### src/rtl/div_sequencer_pkg.sv
// Shared definitions for the iterative divider controller:
// state encodings and the iteration count.
package div_sequencer_pkg;

    localparam int DIV_STEPS = 32;

    typedef enum logic [1:0] {
        DIV_IDLE = 2'd0,
        DIV_RUN  = 2'd1,
        DIV_DONE = 2'd2
    } div_state_e;

endpackage

### src/rtl/div_sequencer_core.sv
// Radix-2 restoring shift-subtract datapath. Holds the partial remainder,
// the quotient/dividend shift register and the divisor magnitude.
// rem_next/quo_next expose the values the registers take at the next edge,
// so the controller can capture the final step's result directly.
module div_core #(
    parameter int WIDTH = 32
) (
    input  logic             clk,
    input  logic             rst,
    input  logic             load,
    input  logic             step,
    input  logic [WIDTH-1:0] dividend,
    input  logic [WIDTH-1:0] divisor,
    output logic [WIDTH-1:0] rem_next,
    output logic [WIDTH-1:0] quo_next
);

    logic [WIDTH-1:0] rem_q, rem_d;
    logic [WIDTH-1:0] quo_q, quo_d;
    logic [WIDTH-1:0] dvs_q, dvs_d;
    logic [WIDTH:0]   shifted;
    logic [WIDTH:0]   trial;

    // One shift-subtract step: the shifted remainder is one bit wider than the
    // divisor, and the top bit of the trial difference tells us if it went negative.
    always_comb begin
        shifted = {rem_q, quo_q[WIDTH-1]};
        trial   = shifted - {1'b0, dvs_q};
        rem_d   = rem_q;
        quo_d   = quo_q;
        dvs_d   = dvs_q;
        if (load) begin
            rem_d = '0;
            quo_d = dividend;
            dvs_d = divisor;
        end else if (step) begin
            if (!trial[WIDTH]) begin
                rem_d = trial[WIDTH-1:0];
                quo_d = {quo_q[WIDTH-2:0], 1'b1};
            end else begin
                rem_d = shifted[WIDTH-1:0];
                quo_d = {quo_q[WIDTH-2:0], 1'b0};
            end
        end
    end

    // Datapath registers.
    always_ff @(posedge clk) begin
        if (rst) begin
            rem_q <= '0;
            quo_q <= '0;
            dvs_q <= '0;
        end else begin
            rem_q <= rem_d;
            quo_q <= quo_d;
            dvs_q <= dvs_d;
        end
    end

    assign rem_next = rem_d;
    assign quo_next = quo_d;

endmodule

### src/rtl/div_sequencer.sv
// Controller for the shared DIV/DIVU divider in the execute stage: runs the
// three-state FSM, the step counter, operand/result sign handling and the
// pipeline stall. Results are registered so a flush leaves HI/LO untouched.
module div_sequencer
    import div_sequencer_pkg::*;
#(
    parameter int WIDTH = 32,
    parameter int STEPS = DIV_STEPS
) (
    input  logic             clk,
    input  logic             rst,
    input  logic             start,
    input  logic             signed_div,
    input  logic [WIDTH-1:0] a,
    input  logic [WIDTH-1:0] b,
    input  logic             cancel,
    output logic             div_stall,
    output logic             busy,
    output logic             result_valid,
    output logic [WIDTH-1:0] quotient,
    output logic [WIDTH-1:0] remainder
);

    localparam int CNT_W = (STEPS > 1) ? $clog2(STEPS) : 1;

    div_state_e       state_q, state_d;
    logic [CNT_W-1:0] count_q, count_d;
    logic             q_neg_q, q_neg_d;
    logic             r_neg_q, r_neg_d;
    logic [WIDTH-1:0] quotient_q, quotient_d;
    logic [WIDTH-1:0] remainder_q, remainder_d;

    logic             do_load;
    logic             do_step;
    logic [WIDTH-1:0] mag_a;
    logic [WIDTH-1:0] mag_b;
    logic [WIDTH-1:0] rem_next;
    logic [WIDTH-1:0] quo_next;
    logic             last_step;

    // Operand magnitudes; the most negative value maps onto itself, which
    // is exactly its magnitude when read as unsigned.
    assign mag_a = (signed_div && a[WIDTH-1]) ? -a : a;
    assign mag_b = (signed_div && b[WIDTH-1]) ? -b : b;

    assign do_load   = (state_q == DIV_IDLE) && start && !cancel && (b != '0);
    assign do_step   = (state_q == DIV_RUN) && !cancel;
    assign last_step = (count_q == CNT_W'(STEPS - 1));

    div_core #(.WIDTH(WIDTH)) u_core (
        .clk      (clk),
        .rst      (rst),
        .load     (do_load),
        .step     (do_step),
        .dividend (mag_a),
        .divisor  (mag_b),
        .rem_next (rem_next),
        .quo_next (quo_next)
    );

    // Next-state, counter and result capture; a flush wins over everything.
    always_comb begin
        state_d     = state_q;
        count_d     = count_q;
        q_neg_d     = q_neg_q;
        r_neg_d     = r_neg_q;
        quotient_d  = quotient_q;
        remainder_d = remainder_q;
        case (state_q)
            DIV_IDLE: begin
                if (start && !cancel) begin
                    q_neg_d = signed_div && (a[WIDTH-1] ^ b[WIDTH-1]);
                    r_neg_d = signed_div && a[WIDTH-1];
                    count_d = '0;
                    if (b != '0) begin
                        state_d = DIV_RUN;
                    end else begin
                        state_d     = DIV_DONE;
                        quotient_d  = '1;
                        remainder_d = a;
                    end
                end
            end
            DIV_RUN: begin
                if (cancel) begin
                    state_d = DIV_IDLE;
                end else begin
                    count_d = count_q + 1'b1;
                    if (last_step) begin
                        state_d     = DIV_DONE;
                        quotient_d  = q_neg_q ? -quo_next : quo_next;
                        remainder_d = r_neg_q ? -rem_next : rem_next;
                    end
                end
            end
            DIV_DONE: begin
                state_d = DIV_IDLE;
            end
            default: begin
                state_d = DIV_IDLE;
            end
        endcase
    end

    // Controller state and result registers.
    always_ff @(posedge clk) begin
        if (rst) begin
            state_q     <= DIV_IDLE;
            count_q     <= '0;
            q_neg_q     <= 1'b0;
            r_neg_q     <= 1'b0;
            quotient_q  <= '0;
            remainder_q <= '0;
        end else begin
            state_q     <= state_d;
            count_q     <= count_d;
            q_neg_q     <= q_neg_d;
            r_neg_q     <= r_neg_d;
            quotient_q  <= quotient_d;
            remainder_q <= remainder_d;
        end
    end

    assign div_stall    = !rst && (((state_q == DIV_IDLE) && start && !cancel) ||
                                   (state_q == DIV_RUN));
    assign busy         = (state_q != DIV_IDLE);
    assign result_valid = (state_q == DIV_DONE) && !cancel;
    assign quotient     = quotient_q;
    assign remainder    = remainder_q;

endmodule
### config.mk
export PLATFORM = sky130hd
export DESIGN_NAME = div_sequencer
export DESIGN_NICKNAME = d
export VERILOG_FILES = /design/src/rtl/div_sequencer_pkg.sv /design/src/rtl/div_sequencer_core.sv /design/src/rtl/div_sequencer.sv
export SDC_FILE = /design/constraint.sdc
export NUM_CORES = 1
export LEC_CHECK = 0
export BUFFER_PORTS_ARGS = -buffer_cell sky130_fd_sc_hd__buf_2
export CORE_MARGIN = 4
export CORE_UTILIZATION = 60
export DETAILED_ROUTE_END_ITERATION = 16
export PLACE_DENSITY_LB_ADDON = 0.08
export SLEW_MARGIN = 5
export SYNTH_ARGS = -nofsm -noshare
export SYNTH_HDL_FRONTEND = slang
export SYNTH_SLANG_ARGS = --single-unit
export TNS_END_PERCENT = 20
### constraint.sdc
create_clock -name clk -period 6.3 [get_ports clk]
set_input_delay 0.945 -clock clk [delete_from_list [all_inputs] [get_ports clk]]
set_output_delay 0.945 -clock clk [all_outputs]
set_load 0.005 [all_outputs]
* Word level (Yosys, flattened, before mapping)
Index checks and enable logic that the tools add are counted.
Storage, ports and cells: input port bits 69, flip-flop bits (word level) 169, logic and storage cells 73, memory bits (read-only) 0, memory bits (writable) 0, memories kept 0, output and inout port bits 67, latch bits 0
Operators by class: add/sub/neg operators 6, equal/unequal tests 8, muxes and demuxes 28, shifts and indexed selects 0, multiply operators 0, $lt $le $gt $ge 0, bitwise gates (word level) 1, reduce and logical (&&, ||, !) cells 21, div/mod/pow operators 0
Operators by type and width (count):
- 32-bit 2-to-1 mux | 17
- 32-bit negator | 4
- 32-bit one-hot mux with 2 select lines | 2
- 33-bit by 32-bit subtractor with 33-bit output | 1
- 32-bit nonzero test | 1
- 1-bit logical AND | 10
- 5-bit 2-to-1 mux | 2
- 5-bit one-hot mux with 2 select lines | 1
- 2-bit 2-to-1 mux | 4
- 2-bit inequality test (second input constant) | 4
- 5-bit by 1-bit adder with 5-bit output (second input constant) | 1
- 5-bit == test (second input constant) | 1
- 5-bit AND reduction | 1
- 2-bit one-hot mux with 2 select lines | 1
- 2-bit AND reduction | 2
- 2-bit nonzero test | 2
- 3-bit inequality test (second input constant) | 1
- 3-bit AND reduction | 1
- 2-bit by 1-bit == test with 1-bit output (second input constant) | 1
- 2-bit == test (second input constant) | 1
- 1-bit zero test | 2
- 2-bit zero test | 1
- 1-bit logical OR | 1
- 1-bit 2-to-1 mux | 1
- 1-bit bitwise XOR | 1

* Depth between registers and ports, before layout
Gate-level depths: netlist (run 1).
depth after elaboration 10, mapped depth 24

* Hierarchy
A second synthesis (run 1) with hierarchy kept.
Unflattened totals: cells, all modules 1543, area, all modules 12171.7 µm²
Modules (own cells, without submodules):
- div_core | area each 6170.9 µm², cells each 788, instances 1, sequential area each 1921.8 µm²
- div_sequencer | area each 6000.8 µm², cells each 755, instances 1, sequential area each 1461.4 µm²

* Least setup slack after synthesis (run 1)
No wires, ideal clock.
path type input port to flip-flop, start input cancel, end register remainder_q[22] (netlist: remainder[22]), stages 20, arrival time 5352 ps, slack 862 ps, setup time 86 ps, cells stage by stage clkbuf_1 nand2b_1 clkbuf_1 buf_2 buf_2 buf_1 clkbuf_1 clkbuf_1 clkbuf_1 a211oi_1 a31oi_1 ha_1 inv_1 nor3_2 nand4_2 or4b_1 buf_2 and3_1 o311a_1 a211oi_1
On the way: word-level cells in the longest chain between the ends 9
Ends and longest elaborated chain:
- start: declaration | RTL line div_sequencer.sv:16 | input logic cancel,
- 1-bit zero test | RTL line div_sequencer.sv:46, div_sequencer.sv:47, div_sequencer.sv:71
- 1-bit logical AND (on tied branches) | RTL line div_sequencer.sv:47, div_sequencer.sv:46
- 32-bit 2-to-1 mux / 1-bit logical AND (equally long branches) | RTL line div_sequencer_core.sv:36, div_sequencer.sv:46
- 32-bit 2-to-1 mux | RTL line div_sequencer_core.sv:32 | if (load) begin
- 32-bit negator | RTL line div_sequencer.sv:92 | remainder_d = r_neg_q ? -rem_next : rem_next;
- 32-bit 2-to-1 mux | RTL line div_sequencer.sv:92
- 32-bit 2-to-1 mux | RTL line div_sequencer.sv:89 | if (last_step) begin
- 32-bit 2-to-1 mux | RTL line div_sequencer.sv:85 | if (cancel) begin
- 32-bit one-hot mux with 2 select lines | RTL line div_sequencer.sv:69 | case (state_q)
- end signal: assignment | RTL line div_sequencer.sv:120 | remainder_q <= remainder_d;
- end: declaration | RTL line div_sequencer.sv:31 | logic [WIDTH-1:0] remainder_q, remainder_d;
Parallel ways exist; a longest one is shown, timed or not. The select of a mux whose other input is x is not followed. A chain may end at the register's enable or synchronous reset.

* Worst setup path after layout (run 1)
start register u_core.quo_q[31], end register remainder_q[22] (netlist: remainder[22])
On the way: word-level cells in the longest chain between the ends 9
Ends and longest elaborated chain:
- start: declaration | RTL line div_sequencer_core.sv:19 | logic [WIDTH-1:0] quo_q, quo_d;
- start signal: assignment | RTL line div_sequencer_core.sv:55 | quo_q <= quo_d;
- 33-bit by 32-bit subtractor with 33-bit output | RTL line div_sequencer_core.sv:28 | trial = shifted - {1'b0, dvs_q};
- 32-bit 2-to-1 mux (*) | RTL line div_sequencer_core.sv:37 | if (!trial[WIDTH]) begin
- 32-bit 2-to-1 mux (*) | RTL line div_sequencer_core.sv:36 | end else if (step) begin
- 32-bit 2-to-1 mux (*) | RTL line div_sequencer_core.sv:32
- 32-bit negator | RTL line div_sequencer.sv:92
- 32-bit 2-to-1 mux (*) | RTL line div_sequencer.sv:92
- 32-bit 2-to-1 mux (*) | RTL line div_sequencer.sv:89
- 32-bit 2-to-1 mux (*) | RTL line div_sequencer.sv:85
- 32-bit one-hot mux with 2 select lines (*) | RTL line div_sequencer.sv:69
Mark *: on every way between the ends. The rest lies on a longest branch, timed or not. The select of a mux whose other input is x is not followed.

==> flow_metrics.env, run 1 <==
export IMPL_status="finished, final reports clean"
export IMPL_synth_area_top_cells="dfxtp_1 (28%), nor2_1 (6.1%), nand2_1 (5.6%)"
export IMPL_grt_max_degree=96
export IMPL_ys_ff_latch=169
export IMPL_cts_resized=0
export IMPL_worst_clock_skew_ns=0.02026
export IMPL_synthSimpleGateAreaFrac=0.2425
export IMPL_root_buffer="clkbuf_16"
export IMPL_worstSetupEndpoint="remainder[22]"
export IMPL_powerDensity_mw_per_mm2=225.8
export IMPL_place_congestion=0.9700
export IMPL_fmax_ghz=0.1810
export IMPL_power_leakage_uw=0.005218
export IMPL_area_sequential_mm2=0.003383
export IMPL_synth_top_family_by_area="compound AO/OA/AOI/OAI gates"
export IMPL_syn_num_nets=1716
export IMPL_antenna_found_initial=1
export IMPL_vias=12310
export IMPL_diodes=0
export IMPL_internal_power_uw=1961
export IMPL_cp_max_fo=19
export IMPL_drcViolationCount=0
export IMPL_cts_hold_buf=0
export IMPL_clock_path_buffers=2
export IMPL_cts_buffers=17
export IMPL_grt_pass1_wl_um=60560
export IMPL_synth_xor_area_share=0.1002
export IMPL_tns_ns=0
export IMPL_seqPwrFrac=0.371
export IMPL_cpPeakStageDelay_ns=0.70
export IMPL_seq_area_frac_synth=0.2804
export IMPL_htreeDepth=4
export IMPL_timing_slew_headroom=0.2859
export IMPL_path_cells="inv_1 > ha_1 > fa_1 > nand2b_1 > a21oi_1 > o31ai_2 > a2111oi_4 > o21ai_2 > nand2_1 > buf_4 > a211oi_1 > a31oi_1 > ha_1 > inv_1 > nor3_2 > nand4_2 > or4b_1 > and3_1 > o311a_1 > a211oi_1"
export IMPL_cts_setup_buffers=0
export IMPL_multi_input_area_mm2=0.008063
export IMPL_rr_worst_depth=20
export IMPL_clk_latency_ns=0.45
export IMPL_timing_rr_start="u_core.quo_q[31]"
export IMPL_ys_warn_count=0
export IMPL_synth_most_common_cell="nor2_1"
export IMPL_p_sw_uw=1076
export IMPL_yosysTopAreaCellShare=0.2804
export IMPL_dieHeight_um=149.8
export IMPL_fill_cells=1689
export IMPL_synth_compound_area_frac=0.2665
export IMPL_die_area_mm2=0.02244
export IMPL_clkPwrFrac=0.358
export IMPL_startpoint_type="register"
export IMPL_cp_startpoint="u_core.quo_q[31]"
export IMPL_crit_type="register to register"
export IMPL_synthCells=1608
export IMPL_post_route_util=0.6866
export IMPL_synthMuxAreaShare=0.01587
export IMPL_combPwrFrac=0.271
export IMPL_overflow=0
export IMPL_synth_area_mm2=0.01207
export IMPL_first_iter_violations=1335
export IMPL_firstDrtPassIters=8
export IMPL_hold_violations=0
export IMPL_ant_nets=0
export IMPL_vdd_drop_max_uv=217.2
export IMPL_cts_tree="yes"
export IMPL_finalSetupViolations=0
export IMPL_synth_ff_type="dfxtp_1"
export IMPL_area_growth_synth_to_final_pct=11.48
export IMPL_period_needed_ns=5.525
export IMPL_final_nets=1788
export IMPL_hpwl_um=28650
export IMPL_synthArstFlopShare=0
export IMPL_crit_slowest_cell="or4b_1"
export IMPL_drive_above_1_share=0.1412
export IMPL_p_sw_frac=0.3544
export IMPL_cp_arrival_ns=5.88
export IMPL_die_width_um=149.8
export IMPL_synth_edf_count=0
export IMPL_clk_pin_slew_ns=0.07
export IMPL_ioPinCount=136
export IMPL_reg2reg_slack_ns=0.77
export IMPL_detail_route_wirelength_um=38750
export IMPL_crit_required_ns=6.65
export IMPL_min_path_type="register to register"
export IMPL_synth_cell_types=89
export IMPL_tightest_slew_ns=1.071
export IMPL_io_buffers=135
export IMPL_r2r_end="remainder[22]"
export IMPL_slew_viol_final=0
export IMPL_initial_core_util=0.6159
export IMPL_first_global_vias=11060
export IMPL_wl_per_cell_um=19.79
export IMPL_synth_avg_cell_area_um2=7.503
export IMPL_core_area_mm2=0.01959
export IMPL_yosys_area_share_adder=0.04107
export IMPL_grt_use_total=0.3417
export IMPL_clock_sinks=169
export IMPL_placementRows=51
export IMPL_end_kind="register"
export IMPL_synth_top_area_cell="dfxtp_1"
export IMPL_rsz0062_at_grt="no"
export IMPL_fin_crit_sh=0.8770
export IMPL_routed_via_density=6.288
export IMPL_max_cap_viol_count=0
export IMPL_synth_common_cells="nor2_1 (197), nand2_1 (179), dfxtp_1 (169)"
[how the worst min path moves through the flow]
stage          slack [ns]          endpoint        startpoint  cells after the start
5_1_grt              0.47      remainder[8]      remainder[8]                      2
3_3_place_gp         0.44      remainder[8]      remainder[8]                      2
6_report             0.46      remainder[8]      remainder[8]                      2
4_1_cts              0.46      remainder[8]      remainder[8]                      2
3_5_place_dp         0.45      remainder[8]      remainder[8]                      2
2_1_floorplan        0.43  u_core.dvs_q[31]  u_core.dvs_q[31]                      2
[kinds of logic after synthesis]
family | count (synthesis)
buffers and inverters | 158
AND/OR/NAND/NOR | 592
XOR/XNOR | 138
AO/OA/AOI/OAI | 493
adder cells (fa/ha/maj) | 39
flip-flops | 169
multiplexers | 19
[metrics by stage]
step | hold slack (ns) | area, um^2 | setup slack [ns] | instances | power [uW]
floorplan | 0.4319 | 12070 | 0.8622 | 1608 | 1732
global placement | 0.4448 | 12840 | 1.020 | 1926 | 1944
CTS | 0.4606 | 13450 | 0.6154 | 1958 | 3023
finish | 0.4627 | 13450 | 0.7747 | 1958 | 3037
detailed placement | 0.4505 | 12840 | 0.7650 | 1926 | 1947
global route | 0.4735 | 13450 | 0.2906 | 1958 | 3171
[placed cells by master, fill, tap and decap left out, drive strengths merged, types with 38 or more instances in the layout]
master	n
inv	58
nor2	198
nand2	179
buf	159
o21ai	114
xor2	64
ha	38
xnor2	74
a21oi	131
a211oi	75
dfxtp	169
[flip-flops by register name, indices dropped and copies added, names as in the netlist]
name          count
u_core.rem_q     32
count_q           5
r_neg_q           1
quotient         32
u_core.dvs_q     32
u_core.quo_q     32
remainder        32
q_neg_q           1
state_q           2
[worst max-delay path: cells and delay by family, from the launching register on]
family	cells	cell delay [ns]
buffers and inverters	3	0.40
DFF	1	0.39
AOI/OAI and AO/OA	8	2.05
and+or+nand+nor	6	1.74
adders and majority gates	3	0.86
[area by class of cell]
class / instances / area share
Sequential cell: 169 / 0.2515
Timing Repair Buffer: 159 / 0.06474
Multi-Input combinational cell: 1281 / 0.5994
Inverter: 52 / 0.01451
Tap cell: 265 / 0.02465
Clock buffer: 17 / 0.03163
Clock inverter: 15 / 0.01349
[power groups by stage]
stage          Combinational (uW)  Clock [uW]  Sequential [uW]
6_report                      823        1090             1130
2_1_floorplan                 588           0             1140
5_1_grt                       900        1140             1130
3_5_place_dp                  796           0             1150
4_1_cts                       804        1090             1130
3_3_place_gp                  793           0             1150
[metal layers]
layer	vias to the layer above	track usage	part of all wire
met3	83	0.08601	0.11
met5	-	0	0.00034
li1	5929	-	-
met2	613	0.5055	0.43
met4	2	0.09469	0.025
met1	5684	0.4935	0.44
Note: power is estimated with default switching activity, not from simulation.
==> run 2: changes to the inputs <==
--- a/config.mk
+++ b/config.mk
@@ -5,10 +5,10 @@
 export SDC_FILE = /design/constraint.sdc
 export NUM_CORES = 1
 export LEC_CHECK = 0
-export BUFFER_PORTS_ARGS = -buffer_cell sky130_fd_sc_hd__buf_2
-export CORE_MARGIN = 4
+export BUFFER_PORTS_ARGS = -buffer_cell sky130_fd_sc_hd__buf_4
 export CORE_UTILIZATION = 60
 export DETAILED_ROUTE_END_ITERATION = 16
+export GPL_TIMING_DRIVEN = 1
 export PLACE_DENSITY_LB_ADDON = 0.08
 export SLEW_MARGIN = 5
 export SYNTH_ARGS = -nofsm -noshare
==> flow_metrics.env, run 2 (same netlist as run 1, synthesis figures left out) <==
export IMPL_status="finished, final reports clean"
export IMPL_fin_crit_sh=0.8656
export IMPL_clk_latency_ns=0.45
export IMPL_die_width_um=143.8
export IMPL_overflow=0
export IMPL_clk_pin_slew_ns=0.07
export IMPL_cts_setup_buffers=0
export IMPL_powerDensity_mw_per_mm2=220.7
export IMPL_grt_max_degree=87
export IMPL_post_route_util=0.7042
export IMPL_worstHoldEndpoint="u_core.dvs_q[31]"
export IMPL_final_cell_mix="nor2_1 (195), nand2_1 (179), dfxtp_1 (169), buf_4 (160), a21oi_1 (131)"
export IMPL_vias=12300
export IMPL_hpwl_um=28250
export IMPL_rsz0062_at_grt="no"
export IMPL_place_congestion=0.9489
export IMPL_detail_route_wirelength_um=38020
export IMPL_first_global_vias=10920
export IMPL_rr_worst_depth=20
export IMPL_placementRows=51
export IMPL_initial_core_util=0.6159
export IMPL_max_cap_viol_count=0
export IMPL_hold_violations=0
export IMPL_drive_above_1_share=0.1416
export IMPL_finalSetupViolations=0
export IMPL_holdCritStartpoint="u_core.dvs_q[31]"
export IMPL_fill_cells=1708
export IMPL_crit_required_ns=6.65
export IMPL_cp_arrival_ns=5.80
export IMPL_fmax_ghz=0.1834
export IMPL_worst_clock_skew_ns=0.01381
export IMPL_dieHeight_um=143.8
export IMPL_cts_resized=0
export IMPL_grt_pass1_wl_um=59500
export IMPL_routed_via_density=6.276
export IMPL_root_buffer="clkbuf_16"
export IMPL_wl_per_cell_um=19.40
export IMPL_die_area_mm2=0.02068
export IMPL_core_area_mm2=0.01959
export IMPL_ant_nets=0
export IMPL_period_needed_ns=5.453
export IMPL_startpoint_type="register"
export IMPL_timing_slew_headroom=0.3736
export IMPL_min_path_type="register to register"
export IMPL_clock_sinks=169
export IMPL_cts_tree="yes"
export IMPL_diodes=0
export IMPL_antenna_found_initial=0
export IMPL_cp_max_fo=19
export IMPL_area_growth_synth_to_final_pct=14.34
export IMPL_holdWs_ns=0.4581
export IMPL_tns_ns=0
export IMPL_layout_commonest_cell="nor2_1"
export IMPL_final_nets=1790
export IMPL_firstDrtPassIters=5
export IMPL_min_path_cells=2
export IMPL_power_leakage_uw=0.005278
export IMPL_ioPinCount=136
export IMPL_htreeDepth=4
export IMPL_reg2reg_slack_ns=0.85
export IMPL_slew_viol_final=0
export IMPL_vdd_drop_max_uv=198.0
export IMPL_r2r_end="remainder[22]"
export IMPL_crit_type="register to register"
export IMPL_io_buffers=135
export IMPL_drcViolationCount=0
export IMPL_cts_hold_buf=0
export IMPL_first_iter_violations=1372
export IMPL_end_kind="register"
export IMPL_cts_buffers=17
export IMPL_tightest_slew_ns=0.9395
export IMPL_timing_rr_start="u_core.quo_q[31]"
export IMPL_grt_use_total=0.3746
export IMPL_clock_path_buffers=2
==> run 2: power by group <==
part | internal [uW] | leakage, uW | switching [uW]
clock | 569 | 0.000293 | 513
sequential | 1100 | 0.00137 | 24.6
combinational | 302 | 0.00361 | 531
total | 1980 | 0.00528 | 1070
==> run 2: worst max path at each step <==
stage	start	to	depth (start not counted)
after floorplan	cancel	remainder[22]	20
after global placement	u_core.quo_q[31]	remainder[22]	20
after detailed placement	u_core.quo_q[31]	remainder[22]	20
after CTS	u_core.quo_q[31]	remainder[22]	20
after global routing	u_core.quo_q[31]	remainder[22]	22
final	u_core.quo_q[31]	remainder[22]	20
==> run 2: area by class of cell <==
cell class,count,area (um^2),area share
Tap cell,265,331.6,0.02403
Clock buffer,17,425.4,0.03084
Multi-Input combinational cell,1281,8058,0.5841
Timing Repair Buffer,161,1221,0.08852
Sequential cell,169,3383,0.2452
Inverter,52,195.2,0.01415
Clock inverter,15,181.4,0.01315
==> run 2: worst max-delay path: stages, from the launching register on <==
cell and delay (ns):
dfxtp_1 0.37, inv_1 0.06, ha_1 0.20, fa_1 0.39
nand2b_1 0.19, a21oi_1 0.21, o31ai_2 0.15, a2111oi_4 0.46
o21ai_2 0.26, nand2_1 0.16, buf_4 0.27, a211oi_1 0.13
a31oi_1 0.32, ha_1 0.25, inv_1 0.07, nor3_2 0.28
nand4_2 0.17, or4b_1 0.67, and3_1 0.23, o311a_1 0.32
a211oi_1 0.19
==> run 2: metal layers <==
layer / GRT usage / vias to the layer above / share of wire
met2: 0.5572 / 556 / 0.43
li1: - / 5917 / -
met4: 0.1176 / 0 / 0.020
met5: 0 / - / 0
met1: 0.5314 / 5758 / 0.46
met3: 0.08530 / 69 / 0.089
==> run 2: through the flow <==
step                      total power, uW  instances  worst slack, ns  instance area [um^2]
final                                3044       1960           0.8466                 13800
after global routing                 3177       1960           0.4364                 13800
after CTS                            3030       1960           0.9245                 13800
after detailed placement             1959       1928           0.9927                 13190
after global placement               1952       1928            1.127                 13190
after floorplan                      1732       1608           0.8622                 12070
